[src/rtl/bus_reg_file_pkg.sv]
// Shared defaults, response-state encoding and the byte-strobe merge helper
// used by the bus register file.
package bus_reg_file_pkg;

  localparam int DATA_W_DEF = 32;
  localparam int DEPTH_DEF  = 32;
  localparam int ADDR_W_DEF = 32;

  // Widest data word the merge helper supports; narrower words are zero-extended in.
  localparam int MAX_DATA_W = 1024;

  typedef logic [MAX_DATA_W-1:0]   word_t;
  typedef logic [MAX_DATA_W/8-1:0] strb_t;

  typedef enum logic {
    RESP_EMPTY = 1'b0,
    RESP_FULL  = 1'b1
  } resp_state_t;

  function automatic word_t strb_merge(input word_t old_word, input word_t new_word,
                                       input strb_t strb);
    word_t merged;
    merged = old_word;
    for (int b = 0; b < MAX_DATA_W / 8; b++) begin
      if (strb[b]) merged[b*8 +: 8] = new_word[b*8 +: 8];
    end
    return merged;
  endfunction

endpackage

[src/rtl/bus_reg_file.sv]
// Byte-strobed register file behind a valid/ready request port with a
// single-entry response register (latency 1, one request per cycle).
module bus_reg_file
  import bus_reg_file_pkg::*;
#(
  parameter int DATA_W = DATA_W_DEF,
  parameter int DEPTH  = DEPTH_DEF,
  parameter int ADDR_W = ADDR_W_DEF
) (
  input  logic                clk,
  input  logic                rst_n,
  input  logic                req_valid,
  output logic                req_ready,
  input  logic                req_write,
  input  logic [ADDR_W-1:0]   req_addr,
  input  logic [DATA_W-1:0]   req_wdata,
  input  logic [DATA_W/8-1:0] req_strb,
  output logic                resp_valid,
  input  logic                resp_ready,
  output logic [DATA_W-1:0]   resp_rdata,
  output logic                resp_err,
  output logic                resp_write
);

  localparam int IDX_W = (DEPTH > 1) ? $clog2(DEPTH) : 1;

  if ((DATA_W % 8) != 0 || DATA_W < 8 || DATA_W > MAX_DATA_W) begin : g_bad_data_w
    $fatal(1, "bus_reg_file: DATA_W must be a non-zero multiple of 8 within MAX_DATA_W");
  end
  if (DEPTH < 2 || (DEPTH & (DEPTH - 1)) != 0) begin : g_bad_depth
    $fatal(1, "bus_reg_file: DEPTH must be a power of two and at least 2");
  end
  if (ADDR_W < IDX_W) begin : g_bad_addr_w
    $fatal(1, "bus_reg_file: ADDR_W must be at least clog2(DEPTH)");
  end

  logic [DATA_W-1:0] regs [DEPTH];
  resp_state_t       state_p1;
  logic              accept_p0;
  logic              in_range_p0;
  logic [IDX_W-1:0]  idx_p0;

  // ---- Stage p0: request decode ----
  assign req_ready = (state_p1 == RESP_EMPTY) || resp_ready;
  assign accept_p0 = req_valid && req_ready;
  assign idx_p0    = req_addr[IDX_W-1:0];

  // Any set bit above the index field puts the address at or beyond DEPTH.
  if (ADDR_W > IDX_W) begin : g_range
    assign in_range_p0 = (req_addr[ADDR_W-1:IDX_W] == '0);
  end else begin : g_full_range
    assign in_range_p0 = 1'b1;
  end

  // ---- Stage p1: storage update and response register ----
  always_ff @(posedge clk) begin
    if (!rst_n) begin
      state_p1   <= RESP_EMPTY;
      resp_rdata <= '0;
      resp_err   <= 1'b0;
      resp_write <= 1'b0;
      for (int i = 0; i < DEPTH; i++) regs[i] <= '0;
    end else if (accept_p0) begin
      state_p1   <= RESP_FULL;
      resp_write <= req_write;
      resp_err   <= !in_range_p0;
      resp_rdata <= (in_range_p0 && !req_write) ? regs[idx_p0] : '0;
      if (in_range_p0 && req_write) begin
        regs[idx_p0] <= DATA_W'(strb_merge(word_t'(regs[idx_p0]), word_t'(req_wdata),
                                           strb_t'(req_strb)));
      end
    end else if (resp_ready) begin
      state_p1 <= RESP_EMPTY;
    end
  end

  assign resp_valid = (state_p1 == RESP_FULL);

endmodule

[config.mk]
export PLATFORM = sky130hd
export DESIGN_NAME = bus_reg_file
export DESIGN_NICKNAME = d
export VERILOG_FILES = /design/src/rtl/bus_reg_file_pkg.sv /design/src/rtl/bus_reg_file.sv
export SDC_FILE = /design/constraint.sdc
export NUM_CORES = 1
export LEC_CHECK = 0
export ABC_CLOCK_PERIOD_IN_PS = 10660
export CAP_MARGIN = 20
export CORE_MARGIN = 4
export CORE_UTILIZATION = 35
export CTS_CLUSTER_SIZE = 20
export DETAILED_ROUTE_END_ITERATION = 12
export MAX_ROUTING_LAYER = met4
export PLACE_DENSITY_LB_ADDON = 0.12
export SYNTH_ARGS = -nofsm -noshare
export SYNTH_HDL_FRONTEND = slang
export SYNTH_SLANG_ARGS = --single-unit
[constraint.sdc]
create_clock -name clk -period 10.66 [get_ports clk]
set_input_delay 2.132 -clock clk [delete_from_list [all_inputs] [get_ports clk]]
set_output_delay 2.132 -clock clk [all_outputs]
set_load 0.1 [all_outputs]
==> run summary <==
Run status - complete, no violations
Fmax - 162.2 MHz
Simple-Gate Fraction of Synth Area - 14.84%
Pin count of the biggest net entering global routing - 123
Clock buffer depth - 3
Worst skew pair latency - 0.74 ns
Die height - 376.2 µm
Met3 WL - 10430 µm
Cell Pwr Density - 173.0 nW/µm²
Detailed Route WL - 173800 µm
CTS Buf Count - 119
Final setup vio count - 0
Reg area - 31450 µm²
Initial Util - 35.37%
Mapped Area - 47450 µm²
First-pass GRT wire length - 243000 µm
Critical path required time - 10.99 ns
Hold WS - 0.4386 ns
Synth Area in Adders - 0%
Synth Flop Type - edfxtp_1
CTS sink count - 1059
Maximum vdd drop - 0.1258 mV
Synth cell count leaders - nor3_1 (1026), edfxtp_1 (1024), mux2i_1 (512), clkbuf_1 (286), o22ai_1 (256)
Pre-CTS setup slack - 3.734 ns
Number of gates resized after cts - 0
CTS tree - yes
Drt via density - 5.886
Worst EP arrival - 6.50 ns
Max Slew Vio Count - 0
Multiplexer area fraction after synthesis - 10.80%
Post-synth net total - 3728
Worst hold stages - 2
Crit path time final - 6.165 ns
CP max stage delay - 1.14 ns
Max_slew headroom - 23.82%
I/O pins - 109
Drt first pass iters - 5
P_leak - 19.17 nW
Max_cap viols - 0
RSZ-0062 raised after global routing - no
Fill cells - 12655
Multi-input gate area - 14500 µm²
Cts hold-fix bufs - 0
Hold WC Path Type - flip-flop to flip-flop
Post-Syn Instances - 3655
CP endpoint kind - flip-flop
DR top layer - met4
Via Count - 32024
R2r worst-path depth - 5
Ys Warns - 0
Most frequent cell after synthesis - nor3_1
Seq cells post-synth - 1059
Synth Area in Compound Gates - 3.766%
Avg Cell Area, Syn - 12.98 µm²
DIE AREA - 141500 µm²
GRT Overall Usage - 24.76%
Clk_skew - 0.03145 ns
Initial antenna violation count - 2
Core area - 134100 µm²
RePlAce Congestion - 0.7784
Worst-Margin Slew - 1.143 ns
Setup ws final - 4.495 ns
WS Path Type - primary input to flip-flop
Remaining antenna violation count - 0
Critical path peak fanout - 81
Number of global-route vias before repair - 31793
Setup bufs post-CTS - 0
Die width - 376.2 µm
Main combinational cell family by area after synthesis - simple AND/OR/NAND/NOR gates
Xor and xnor area share after synthesis - 0%
Port bufs - 108
Sequential share of the synthesized area - 66.28%
Synthesis-to-layout area growth - 13.85%
Root Driver - clkbuf_16
Asr flop ratio synth - 0%
Nets - 3643
CP Cell Sequence - buf_8 -> buf_4 -> nand4b_1 -> nor4_4 -> nand2_2 -> nand2_2
Fin. Hold Viols - 0
Post-synth top area cell - edfxtp_1
Rows - 134
Post-DP HPWL - 91260 µm
DRC viols - 0
Area contributors post-synth - edfxtp_1 (65%), nor3_1 (11%), mux2i_1 (11%)
Synth top area share - 64.81%
Clock-pin slew on the worst setup and hold paths - 0.06 ns
Final TNS setup - 0 ns
Met1 WL - 72250 µm
Crit-path slowest cell - nand2_2
CP startpoint kind - primary input
Post-synth EDFFs - 1024
Fraction of layout cells with a size suffix above 1 - 12.23%
Synth unique cells - 33
Wire length on met2 - 83580 µm
CTS H-Tree Depth - 3
Grt total ovfl - 0
DRT iter0 DRCs - 3003
Top cell by count, worst path - nand2_2
Ratio of final minimum period to clock period - 57.83%
Routed WL per cell - 31.94 µm
-- cells in the final DEF (no fill, tap or decap), types with 32 or more instances in the layout --
cell	instances
edfxtp_1	1024
nand2_1	69
clkinv_1	35
clkbuf_1	34
dfxtp_1	35
nand2_2	60
or4_1	64
nor3_1	1026
mux2i_1	512
buf_4	139
clkbuf_16	121
nor3_4	32
o22ai_1	256
clkdlybuf4s50_1	103
o21ai_0	32
-- path summary, 6_finish.rpt --
| path | start | to | slack [ns] |
|---|---|---|---|
| setup / recovery | req_addr[1] | regs[30][4] | 4.50 |
| hold reg to reg | resp_rdata[0] | resp_rdata[0] | 0.44 |
| hold / removal | resp_rdata[0] | resp_rdata[0] | 0.44 |
| setup reg to reg | resp_valid | regs[30][4] | 6.48 |
-- per-layer routing --
layer,vias to the layer above,GRT usage (%)
li1,13977,-
met1,16551,31.62
met2,1173,39.88
met3,323,3.439
met4,0,10.24
met5,-,-
-- power breakdown --
part           switching, mW  internal, mW  total, mW
combinational          0.561         0.198      0.759
sequential            0.0338          4.68       4.71
clock                   1.70          2.17       3.87
-- area by class of cell --
class,instances,share of cell area [%]
Inverter,1,0.006948
Timing Repair Buffer,254,4.178
Clock inverter,62,0.6786
Antenna cell,2,0.009265
Multi-Input combinational cell,2135,26.84
Clock buffer,160,5.969
Tap cell,1768,4.095
Sequential cell,1059,58.22
-- state kept, by name (all words and copies together) (netlist names) --
register and count:
regs 1024, resp_err 1, resp_rdata 32, resp_valid 1, resp_write 1
-- logic make-up (layout without fill, tap and decap cells) --
group,count (synthesis),in the layout
AOI/OAI and AO/OA,291,291
buffers and inverters,461,477
DFF,1059,1059
muxes,512,512
other,0,2
and+or+nand+nor,1332,1332
-- stage by stage --
stage / util [%] / std cells / total power [mW] / area, µm²
final: 40.28 / 5441 / 9.343 / 54020
after CTS: 40.27 / 5439 / 9.410 / 54020
after floorplan: - / 3655 / 5.256 / 47450
after detailed placement: 37.59 / 5217 / 5.560 / 50420
after global routing: 40.27 / 5440 / 9.633 / 54020
after global placement: 37.53 / 5213 / 5.552 / 50340
-- worst max-delay path, delay by kind of cell --
family	cells	cell delay, ns
AND/OR/NAND/NOR	4	2.95
buffers and inverters	2	1.23
No activity file was read; power rests on OpenSTA's default activity.
